## src/rtl/seq_div_unit.sv

```systemverilog
// seq_div_unit: multi-cycle RV32M divide/remainder unit.
// A radix-2 restoring divider produces one quotient bit per cycle on
// operand magnitudes; a single FIX cycle applies the signs and selects
// the quotient or the remainder.
// Ports:
//   clk, rst                  clock, asynchronous active-low reset
//   req_valid/req_ready       request handshake (ready only in IDLE)
//   req_op                    00 DIV, 01 DIVU, 10 REM, 11 REMU
//   req_a, req_b, req_tag     dividend, divisor, opaque destination tag
//   flush                     kills any in-flight operation, blocks accept
//   rsp_valid/rsp_ready       response handshake
//   rsp_result, rsp_tag       quotient or remainder, tag of the request
//   busy                      unit is not IDLE
module seq_div_unit #(
  parameter int XLEN  = 32,
  parameter int TAG_W = 5
) (
  input  logic             clk,
  input  logic             rst,
  input  logic             req_valid,
  output logic             req_ready,
  input  logic [1:0]       req_op,
  input  logic [XLEN-1:0]  req_a,
  input  logic [XLEN-1:0]  req_b,
  input  logic [TAG_W-1:0] req_tag,
  input  logic             flush,
  output logic             rsp_valid,
  input  logic             rsp_ready,
  output logic [XLEN-1:0]  rsp_result,
  output logic [TAG_W-1:0] rsp_tag,
  output logic             busy
);

  typedef enum logic [1:0] {IDLE, CALC, FIX, DONE} state_t;

  state_t            state_q, state_d;
  logic [1:0]        op_q, op_d;
  logic [TAG_W-1:0]  tag_q, tag_d;
  logic [XLEN-1:0]   dvd_q, dvd_d;    // dividend magnitude, becomes quotient
  logic [XLEN-1:0]   dvs_q, dvs_d;    // divisor magnitude
  logic [XLEN:0]     p_q, p_d;        // partial remainder, one guard bit
  logic [5:0]        cnt_q, cnt_d;
  logic              neg_q_q, neg_q_d;
  logic              neg_r_q, neg_r_d;
  logic [XLEN-1:0]   result_q, result_d;

  // Request decode
  logic            is_signed, sa, sb, b_zero, ovf, special, accept;
  logic [XLEN-1:0] a_mag, b_mag, special_res;

  always_comb begin
    is_signed = ~req_op[0];
    sa        = is_signed & req_a[XLEN-1];
    sb        = is_signed & req_b[XLEN-1];
    a_mag     = sa ? -req_a : req_a;
    b_mag     = sb ? -req_b : req_b;
    b_zero    = (req_b == '0);
    ovf       = is_signed & (req_a == {1'b1, {(XLEN-1){1'b0}}}) & (req_b == '1);
    special   = b_zero | ovf;
    // Divide by zero returns all ones / the untouched dividend;
    // signed overflow returns the most negative value / zero.
    if (b_zero) special_res = req_op[1] ? req_a : '1;
    else        special_res = req_op[1] ? '0 : {1'b1, {(XLEN-1){1'b0}}};
    // flush has priority over a same-cycle request
    accept    = req_valid & req_ready & ~flush;
  end

  // Restoring step
  logic [XLEN:0] p_shift, p_diff;
  always_comb begin
    p_shift = {p_q[XLEN-1:0], dvd_q[XLEN-1]};
    p_diff  = p_shift - {1'b0, dvs_q};
  end

  // State register
  always_ff @(posedge clk or negedge rst) begin
    if (!rst) state_q <= IDLE;
    else      state_q <= state_d;
  end

  // Next state
  always_comb begin
    state_d = state_q;
    unique case (state_q)
      IDLE: if (accept) state_d = special ? DONE : CALC;
      CALC: if (flush) state_d = IDLE;
            else if (cnt_q == 6'(XLEN-1)) state_d = FIX;
      FIX:  state_d = flush ? IDLE : DONE;
      DONE: if (flush || rsp_ready) state_d = IDLE;
      default: state_d = IDLE;
    endcase
  end

  // Outputs
  always_comb begin
    req_ready  = (state_q == IDLE);
    rsp_valid  = (state_q == DONE);
    busy       = (state_q != IDLE);
    rsp_result = result_q;
    rsp_tag    = tag_q;
  end

  // Datapath next values
  always_comb begin
    op_d     = op_q;
    tag_d    = tag_q;
    dvd_d    = dvd_q;
    dvs_d    = dvs_q;
    p_d      = p_q;
    cnt_d    = cnt_q;
    neg_q_d  = neg_q_q;
    neg_r_d  = neg_r_q;
    result_d = result_q;
    unique case (state_q)
      IDLE: if (accept) begin
        op_d    = req_op;
        tag_d   = req_tag;
        dvd_d   = a_mag;
        dvs_d   = b_mag;
        p_d     = '0;
        cnt_d   = '0;
        neg_q_d = sa ^ sb;
        neg_r_d = sa;
        if (special) result_d = special_res;
      end
      CALC: begin
        cnt_d = cnt_q + 6'd1;
        if (!p_diff[XLEN]) begin
          p_d   = p_diff;
          dvd_d = {dvd_q[XLEN-2:0], 1'b1};
        end else begin
          p_d   = p_shift;
          dvd_d = {dvd_q[XLEN-2:0], 1'b0};
        end
      end
      FIX: begin
        if (op_q[1]) result_d = neg_r_q ? -p_q[XLEN-1:0] : p_q[XLEN-1:0];
        else         result_d = neg_q_q ? -dvd_q : dvd_q;
      end
      default: ;
    endcase
  end

  always_ff @(posedge clk or negedge rst) begin
    if (!rst) begin
      op_q     <= '0;
      tag_q    <= '0;
      dvd_q    <= '0;
      dvs_q    <= '0;
      p_q      <= '0;
      cnt_q    <= '0;
      neg_q_q  <= 1'b0;
      neg_r_q  <= 1'b0;
      result_q <= '0;
    end else begin
      op_q     <= op_d;
      tag_q    <= tag_d;
      dvd_q    <= dvd_d;
      dvs_q    <= dvs_d;
      p_q      <= p_d;
      cnt_q    <= cnt_d;
      neg_q_q  <= neg_q_d;
      neg_r_q  <= neg_r_d;
      result_q <= result_d;
    end
  end

endmodule

```

## config.mk

```make
export PLATFORM = sky130hd
export DESIGN_NAME = seq_div_unit
export DESIGN_NICKNAME = d
export VERILOG_FILES = /design/src/rtl/seq_div_unit.sv
export SDC_FILE = /design/constraint.sdc
export NUM_CORES = 1
export LEC_CHECK = 0
export BUFFER_PORTS_ARGS = -buffer_cell sky130_fd_sc_hd__buf_2
export CORE_ASPECT_RATIO = 0.9
export CORE_MARGIN = 2
export CORE_UTILIZATION = 61
export DETAILED_ROUTE_END_ITERATION = 16
export PLACE_DENSITY = 0.82
export SETUP_SLACK_MARGIN = 0.5
export SYNTH_ARGS = -nofsm -noshare
export SYNTH_HDL_FRONTEND = slang
export SYNTH_SLANG_ARGS = --single-unit
```

## constraint.sdc

```tcl
create_clock -name clk -period 3.7 [get_ports clk]
set_input_delay 0.74 -clock clk [delete_from_list [all_inputs] [get_ports clk]]
set_output_delay 0.74 -clock clk [all_outputs]
set_load 0.01 [all_outputs]
```

# --- After elaboration in Yosys (flattened, before gate mapping) ---
# Index checks and enable logic that the tools add are counted.
word_totals:
  ff_bits: 145
  latch_bits: 0
  mem_bits_rw: 0
  rom_bits: 0
  input_bits: 76
  out_inout_bits: 40
  word_cells: 72
  n_memories: 0
classes:
  n_addsub: 6
  n_mul: 0
  div: 0
  order_cmp: 0
  n_eq_ne: 10
  shifts: 0
  muxes: 26
  n_bitwise: 10
  n_reduce_logical: 10
ops:
  columns: ["op", "n"]
  rows:
  - ["32-bit 2-to-1 mux", 13]
  - ["32-bit case mux with 2 select lines", 3]
  - ["32-bit negator", 4]
  - ["32-bit == test (second input constant)", 2]
  - ["33-bit by 32-bit subtractor with 33-bit output", 1]
  - ["32-bit zero test", 1]
  - ["2-bit 2-to-1 mux", 6]
  - ["6-bit case mux with 2 select lines", 1]
  - ["2-bit case mux with 4 select lines", 1]
  - ["6-bit by 1-bit adder with 6-bit output (second input constant)", 1]
  - ["1-bit AND", 6]
  - ["6-bit by 5-bit == test with 1-bit output (second input constant)", 1]
  - ["6-bit 2-to-1 mux", 1]
  - ["2-bit by 1-bit != test with 1-bit output (second input constant)", 3]
  - ["3-bit AND reduction", 2]
  - ["2-bit nonzero test", 3]
  - ["2-bit == test (second input constant)", 2]
  - ["2-bit AND reduction", 2]
  - ["3-bit != test (second input constant)", 1]
  - ["2-bit by 1-bit == test with 1-bit output (second input constant)", 1]
  - ["2-bit zero test", 1]
  - ["1-bit NOT", 2]
  - ["1-bit logical OR", 1]
  - ["1-bit 2-to-1 mux", 1]
  - ["2 further kinds", 2]

# --- Depth between registers and ports, before layout ---
# Gate-level depths: netlist (run 1).
logic_depth:
  word_depth: 7
  ltp_mapped: 14
  depth_no_buf: 12

# --- Least setup slack after synthesis (run 1) ---
# OpenSTA, ideal clock, no wires.
synth_path:
  kind: "reg2reg"
  startpoint: "reg dvd_q[31]"
  endpoint: "reg p_q[30]"
  setup_ns: 0.069
  arrival_ns: 3.010
  t_required_ns: 3.631
  path_slack_ns: 0.621
  stages_incl_launch_ff: 14
  n_path_buf: 1
  synth_period_minus_slack_ns: 3.079
  path_cell_list: "dfrtp_1 -> inv_1 -> ha_1 -> fa_1 -> nand2b_1 -> a21oi_1 -> o21ai_1 -> a21oi_1 -> nor2_1 -> a2111o_1 -> o211a_1 -> buf_2 -> or4_1 -> nand3_1"
synth_between:
  elab_chain_cells: 3
synth_lines:
  columns: ["item", "line", "rtl"]
  rows:
  - ["start: declaration", "39", "logic [XLEN-1:0] dvd_q, dvd_d;"]
  - ["start signal: assignment", "158", "dvd_q <= dvd_d;"]
  - ["33-bit by 32-bit subtractor with 33-bit output", "72", "p_diff = p_shift - {1'b0, dvs_q};"]
  - ["32-bit 2-to-1 mux", "128", "if (!p_diff[XLEN]) begin"]
  - ["32-bit case mux with 2 select lines", "114", "unique case (state_q)"]
  - ["end signal: assignment", "160", "p_q <= p_d;"]
  - ["end: declaration", "41", "logic [XLEN:0] p_q, p_d;"]
# No other way between the ends.
# A chain may end at the register's enable or synchronous reset.

# --- Final worst setup path (run 1) ---
layout_path:
  startpoint: "reg dvd_q[2]"
  endpoint: "reg result_q[29] (netlist: rsp_result[29])"
layout_between:
  elab_chain_cells: 4
layout_lines:
  columns: ["item", "line", "rtl"]
  rows:
  - ["32-bit negator", "138", "else result_d = neg_q_q ? -dvd_q : dvd_q;"]
  - ["32-bit 2-to-1 mux", "138", null]
  - ["32-bit 2-to-1 mux", "137", "if (op_q[1]) result_d = neg_r_q ? -p_q[XLEN-1:0] : p_q[XLEN-1:0];"]
  - ["32-bit case mux with 2 select lines", "114", null]
  - ["end signal: assignment", "164", "result_q <= result_d;"]
  - ["end: declaration", "45", "logic [XLEN-1:0] result_q, result_d;"]
# No other way between the ends.

==> out/results.md, run 1 <==
- **Std-Cell Core Area** 0.0177 mm²
- **CP Launch Type** register
- **layout overhead on the synthesized area** 15.5%
- **number of global-route vias before repair** 10.3k
- **number of I/O pins** 116
- **setup repair after global routing missed its margin** true
- **cell depth of the worst flop-to-flop path** 8
- **post-synthesis register bit count** 144
- **number of core rows** 46
- **final clock period utilization by the worst path** 0.855
- **class of the worst hold path** primary input to async pin
- **clk slew on worst S/H paths** 0.06 ns
- **CTS hold repair buffers** 0
- **endpoint kind of the worst setup timing path** register
- **Synth cell types** 62
- **CP max FO** 5
- **first-pass GRT wire length** 51500 µm
- **Layout Nets** 1577
- **Final Hold Viols** 0
- **cell with the most instances after synthesis** o21ai_0
- **slew at the pin closest to its max-slew limit** 1.08 ns
- **sequential-to-total area share from yosys stat** 0.326
- **ranking of synthesized cells by area** dfrtp_1 (33%), o21ai_0 (7.3%), xnor2_1 (6.4%)
- **Post-Route Hold Slack** 0.345 ns
- **Diodes inserted** 0
- **# setup viols final** 0
- **summed negative setup slack over all endpoints** 0 ns
- **Placed Cells** 1676
- **yosys synthesis warning count** 0
- **Simple-Gate Fraction of Synth Area** 0.196
- **non-filler cells in the finished layout** 1714
- **power density over the cells** 771 mW/mm²
- **syn nets** 1490
- **maximum level of the CTS H-tree** 4
- **Compound-Gate Fraction of Synth Area** 0.242
- **most frequent cells after synthesis** o21ai_0 (162), dfrtp_1 (144), nand2_1 (143), a21oi_1 (97), xnor2_1 (81)
- **Post-Syn Instances** 1375
- **total number of clock tree sinks** 144
- **Worst VDD drop** 481 µV
- **number of antenna violations at the first check in global routing** 0
- **worst rel slew slack** 0.279
- **arrival time of data at the critical path endpoint** 3.51 ns
- **clock tree from TritonCTS** yes
- **share of the synthesized area in the top cell type** 0.326
- **Mean Syn Cell Area** 8.04 µm²
- **floorplan die width** 146 µm
- **First DRT Iteration DRCs** 1108
- **DIE AREA** 0.0192 mm²
- **min cycle time layout** 3.16 ns
- **share of synthesized area spent on multiplexers** 0.0253
- **worst-case register-to-register setup slack** 0.54 ns
- **routability congestion estimate** 0.916
- **worst clock skew** 0.00467 ns
- **sum of net half-perimeters after detailed placement** 22400 µm
- **clock latency reported for the late side of the worst-skew pair** 0.44 ns
- **CP Data Required Time** 4.05 ns
- **fraction of synthesized cell area in xor and xnor cells** 0.115
- **FF-to-FF End** rsp_result[29]$_DFFE_PN0P_
- **setup slack after placement** -0.0787 ns
- **number of detailed-route iterations in the first pass** 6
- **Layout Utilization** 0.723
- **Inserted Clock Buffers** 17
- **total via count in the routed design** 11.0k
- **Synth Cell Area** 0.0111 mm²
- **combinational family with the most area after synthesis** compound AO/OA/AOI/OAI gates
- **Area after DPL** 0.0119 mm²
- **initial standard-cell utilization of the core** 0.626
- **number of port buffers** 115
- **flip-flop cell with the highest count after synthesis** dfrtp_1
- **least setup slack across all paths after layout** 0.538 ns
- **Tot Pwr** 9.85 mW
- **leakage power figure** 5.63 nW
- **Setup Crit Path Kind** register to register
- **CTS Root Buffer Type** clkbuf_16
- **buffer levels on the longest clock path** 2
- **Async SR Flop Fraction** 1.00
- **outcome** finished, final reports clean
- **floorplan die height** 132 µm
- **source of the worst register-to-register timing path** dvd_q[2]$_DFFE_PN0P_
- **number of nets with antenna violations after routing** 0
- **detail-routed via count per cell** 6.41
- **Final Routed Wirelength** 32000 µm
- **EDFF count, synth** 0
- **pin count of the biggest net entering global routing** 80
- **max-cap viol count** 0
- **proportion of layout cells with a drive suffix above 1** 0.156
- **GR Overflow Total** 0
- **largest area contributor in the netlist** dfrtp_1
- **arithmetic-cell share of the synthesized area counting full adders, half adders and majority gates** 0.0448
- **post-route cell area** 0.0128 mm²
- **Fmax** 316 MHz
- **GR Util All Layers** 0.328
- **routed length per instance** 18.7 µm
- **number of max-slew violations in the final report** 0
- **total DRC errors in the routed layout** 0
## power breakdown
| group | internal (mW) | total, mW | switching, mW |
|---|---|---|---|
| Sequential | 2.12 | 2.93 | 0.804 |
| Combinational | 2.31 | 5.14 | 2.84 |
| Clock | 1.09 | 1.78 | 0.688 |
| Total | 5.52 | 9.85 | 4.33 |
## area by class of cell
| type | instances | area, µm² |
|---|---|---|
| timing repair buffer | 153 | 946 |
| clock inverter | 10 | 136 |
| tap | 240 | 300 |
| inverter | 62 | 233 |
| sequential | 144 | 3610 |
| fill | 1392 | 4900 |
| clock buffer | 21 | 460 |
| multi-input combinational | 1084 | 7080 |
## worst max-delay path by stage
stage / start / endpoint / cells after the start
2_1_floorplan: dvd_q[31]$_DFFE_PN0P_ / p_q[30]$_DFFE_PN0P_ / 13
6_report: dvd_q[2]$_DFFE_PN0P_ / rsp_result[29]$_DFFE_PN0P_ / 8
5_1_grt: p_q[12]$_DFFE_PN0P_ / rsp_result[29]$_DFFE_PN0P_ / 8
3_5_place_dp: req_b[1] / rsp_result[13]$_DFFE_PN0P_ / 10
3_3_place_gp: req_b[22] / rsp_result[13]$_DFFE_PN0P_ / 10
4_1_cts: req_b[22] / rsp_result[13]$_DFFE_PN0P_ / 10
## placed cells by master, fill, tap and decap left out, types with 19 or more instances in the layout
cell type  netlist  final
buf_2            6    114
o31ai_1         29     27
a21o_1          23     23
inv_1           62     62
a22oi_1         33     33
nor3_1          28     28
mux2i_1         28     28
ha_1            38     34
or4_1           20     19
xnor2_1         81     81
o21ai_0        162    162
nand3_1         62     61
dfrtp_1        144    140
nand2_1        143    142
nand2b_1        21     19
buf_4            0     31
a211oi_1        19     19
a21oi_1         97     94
nor2_1          64     62
xor2_1          64     64
## logic make-up (layout without fill, tap and decap cells)
kind of cell | count (synthesis) | after routing
AO/OA/AOI/OAI | 437 | 438
AND/OR/NAND/NOR | 434 | 434
buffers and inverters | 148 | 246
XOR/XNOR | 145 | 145
flip-flops | 144 | 144
adder cells (fa/ha/maj) | 39 | 39
multiplexers | 28 | 28
## critical path: stages (launching register included)
cell	delay (ns)
dfrtp_1	0.45
or3_4	0.43
or4_4	0.49
or3_4	0.39
or4b_4	0.55
o21ai_0	0.26
xnor2_1	0.19
o21ai_0	0.12
o21ai_0	0.20
## state kept, by name, summed over array words and instances (netlist names)
name,count
neg_r_q,1
op_q,1
state_q,2
dvs_q,32
rsp_tag,5
cnt_q,6
p_q,32
neg_q_q,1
rsp_result,32
dvd_q,32
## what timing repair did
action,4_1_cts,5_1_grt
pin swaps,1,9
cloned,0,1
buffers inserted,0,6
endpoints found under the hold margin,0,0
endpoints found under the setup margin,31,39
gates resized for setup,13,20
## metal layers
metal | vias to the layer above | GRT usage | wire, µm
li1 | 5128 | - | -
met2 | 543 | 0.522 | 14900
met4 | 0 | 0.130 | 903
met3 | 82 | 0.0660 | 2820
met5 | - | 0 | 0
met1 | 5240 | 0.443 | 13400
No activity file was read; power rests on OpenSTA's default activity.
==> run 2, diff against run 1 <==
--- a/config.mk
+++ b/config.mk
@@ -6,10 +6,10 @@
 export NUM_CORES = 1
 export LEC_CHECK = 0
-export BUFFER_PORTS_ARGS = -buffer_cell sky130_fd_sc_hd__buf_2
 export CORE_ASPECT_RATIO = 0.9
 export CORE_MARGIN = 2
-export CORE_UTILIZATION = 61
+export CORE_UTILIZATION = 65
 export DETAILED_ROUTE_END_ITERATION = 16
-export PLACE_DENSITY = 0.82
+export DONT_BUFFER_PORTS = 1
+export PLACE_DENSITY = 0.81
 export SETUP_SLACK_MARGIN = 0.5
 export SYNTH_ARGS = -nofsm -noshare
==> constraint.sdc (replaced) <==
create_clock -name clk -period 3.7 [get_ports clk]
set_input_delay 0.185 -clock clk [delete_from_list [all_inputs] [get_ports clk]]
set_output_delay 0.185 -clock clk [all_outputs]
set_load 0.01 [all_outputs]
==> run 2 against run 1 <==
Compared with the run above: the run now ends with hold timing left; hold slack got worse by 0.90 ns; critical endpoint is now rsp_result[31]$_DFFE_PN0P_; fmax rose by 0.19%; utilization grew 3.4 points; critical path type unchanged.
==> out/results.md, run 2 (same netlist as run 1, synthesis figures left out) <==
- **clock tree from TritonCTS** yes, unchanged
- **Worst VDD drop** 471 µV, was 481 µV
- **clk slew on worst S/H paths** 0.06 ns, about the same
- **Metal-1 WL** 13300 µm, was 13400 µm
- **Inserted Clock Buffers** 17, unchanged
- **routability congestion estimate** 0.916, about the same
- **routed length per instance** 20.5 µm, was 18.7 µm
- **Area after DPL** 0.0113 mm², was 0.0119 mm²
- **top library cells by usage in the layout, fill and taps aside** o21ai_0 (161), nand2_1 (143), dfrtp_1 (137), a21oi_1 (93), xnor2_1 (81), was o21ai_0 (162), nand2_1 (142), dfrtp_1 (140), buf_2 (114), a21oi_1 (94)
- **post-route cell area** 0.0127 mm², was 0.0128 mm²
- **fill cell instance count of the final layout** 1235, was 1392
- **Tot Pwr** 9.79 mW, was 9.85 mW
- **layout overhead on the synthesized area** 14.8%, was 15.5%
- **number of max-slew violations in the final report** 0, unchanged
- **outcome** finished with violations, was finished, final reports clean
- **CTS hold repair buffers** 62, was 0
- **sum of net half-perimeters after detailed placement** 21300 µm, was 22400 µm
- **endpoint kind of the worst setup timing path** register, unchanged
- **# setup viols final** 0, unchanged
- **proportion of layout cells with a drive suffix above 1** 0.0826, was 0.156
- **floorplan die width** 141 µm, was 146 µm
- **maximum level of the CTS H-tree** 4, unchanged
- **number of global-route vias before repair** 10.3k, about the same
- **Setup Crit Path Kind** register to register, unchanged
- **total number of clock tree sinks** 144, unchanged
- **First DRT Iteration DRCs** 1366, was 1108
- **buffer levels on the longest clock path** 2, unchanged
- **WL met3** 2980 µm, was 2820 µm
- **most common cell after layout, fill and taps aside** o21ai_0, unchanged
- **GR Overflow Total** 0, unchanged
- **number of antenna violations at the first check in global routing** 0, unchanged
- **slew at the pin closest to its max-slew limit** 1.17 ns, was 1.08 ns
- **pin count of the biggest net entering global routing** 145, was 80
- **min cycle time layout** 3.16 ns, about the same
- **final clock period utilization by the worst path** 0.853, was 0.855
- **Final Routed Wirelength** 33300 µm, was 32000 µm
- **clock latency reported for the late side of the worst-skew pair** 0.44 ns, about the same
- **leakage power figure** 5.36 nW, was 5.63 nW
- **total DRC errors in the routed layout** 0, unchanged
- **class of the worst hold path** primary input to async pin, unchanged
- **number of nets with antenna violations after routing** 0, unchanged
- **setup repair after global routing missed its margin** true, unchanged
- **Std-Cell Core Area** 0.0168 mm², was 0.0177 mm²
- **Diodes inserted** 0, unchanged
- **total via count in the routed design** 11.0k, about the same
- **DIE AREA** 0.0181 mm², was 0.0192 mm²
- **number of detailed-route iterations in the first pass** 8, was 6
- **summed negative setup slack over all endpoints** 0 ns, unchanged
- **max-cap viol count** 0, unchanged
- **number of core rows** 45, was 46
- **CP Launch Type** register, unchanged
- **power density over the cells** 771 mW/mm², about the same
- **detail-routed via count per cell** 6.73, was 6.41
- **violations in the final reports** hold timing
- **Fmax** 317 MHz, was 316 MHz
- **Final Hold Viols** 146, was 0
- **arrival time of data at the critical path endpoint** 3.46 ns, was 3.51 ns
- **uppermost metal layer occupied by signal nets** met4, unchanged
- **initial standard-cell utilization of the core** 0.659, was 0.626
- **GR Util All Layers** 0.363, was 0.328
- **CP Data Required Time** 4.01 ns, was 4.05 ns
- **number of I/O pins** 116, unchanged
- **first-pass GRT wire length** 52200 µm, was 51500 µm
- **CTS Root Buffer Type** clkbuf_16, unchanged
- **worst clock skew** 0.00882 ns, was 0.00467 ns
- **worst rel slew slack** 0.221, was 0.279
- **number of port buffers** 0, was 115
- **Post-Route Hold Slack** -0.556 ns, was 0.345 ns
- **Layout Nets** 1519, was 1577
- **floorplan die height** 128 µm, was 132 µm
- **detailed-routed wire length on met2** 15800 µm, was 14900 µm
- **CP max FO** 5, unchanged
run 2: cell count changes in the layout (fill, tap and decap cells not counted), moves of 3 or more:
cell,delta
dfrtp_1,-3
buf_2,-114
ha_4,+3
buf_12,-3
dlygate4sd3_1,+62
ha_1,-5
dfrtp_2,+3
run 2: final cells by class:
cell class                      instances  area [µm²]  area share
Multi-Input combinational cell       1083        7080       0.558
Sequential cell                       144        3610       0.285
Timing Repair Buffer                   96         931      0.0733
Clock buffer                           20         457      0.0360
Tap cell                              211         264      0.0208
Inverter                               62         233      0.0183
Clock inverter                         11         115     0.00907
run 2: stage by stage:
stage	hold slack [ns]	cells	util	worst slack [ns]
2_1_floorplan	-0.111	1375	-	0.621
3_3_place_gp	-0.107	1527	0.671	0.226
3_5_place_dp	-0.107	1527	0.671	0.148
4_1_cts	-0.555	1624	0.745	0.482
5_1_grt	-0.563	1627	0.757	0.441
6_report	-0.556	1627	0.757	0.544
run 2: where the power goes:
group,total (mW),leakage (nW),switching [mW],internal (mW)
combinational,5.06,3.27,2.74,2.32
sequential,3.01,1.81,0.887,2.12
clock,1.71,0.273,0.696,1.02
total,9.79,5.36,4.32,5.46
run 2: worst max-delay path: stages (launching register included):
cell and delay, ns:
dfrtp_1 0.44, or3_4 0.43, or4_4 0.49, or3_4 0.38, or4b_4 0.54, o41ai_2 0.32
xnor2_1 0.17, o211ai_2 0.16, o21ai_1 0.10
run 2: repair_timing:
action	4_1_cts	5_1_grt
endpoints found under the setup margin	35	38
gates cloned	0	1
setup buffers	4	2
hold endpoints to repair	212	144
resized for setup	6	30
pin swaps	2	5
run 2: final timing paths:
kind	startpoint	end	slack, ns	cells after the start
worst max register to register	dvd_q[2]$_DFFE_PN0P_	rsp_result[31]$_DFFE_PN0P_	0.54	8
max in group asynchronous	rst	p_q[24]$_DFFE_PN0P_	4.03	0
worst min-delay path	rst	dvs_q[4]$_DFFE_PN0P_	-0.56	0
min in group clk	req_b[30]	dvs_q[30]$_DFFE_PN0P_	-0.01	2
worst max-delay path	dvd_q[2]$_DFFE_PN0P_	rsp_result[31]$_DFFE_PN0P_	0.54	8
worst min register to register	dvs_q[17]$_DFFE_PN0P_	dvs_q[17]$_DFFE_PN0P_	0.48	2
run 2: layer usage:
metal	up-vias	track usage
li1	5005	-
met1	5243	0.486
met2	600	0.587
met3	107	0.0616
met4	0	0.152
met5	-	0
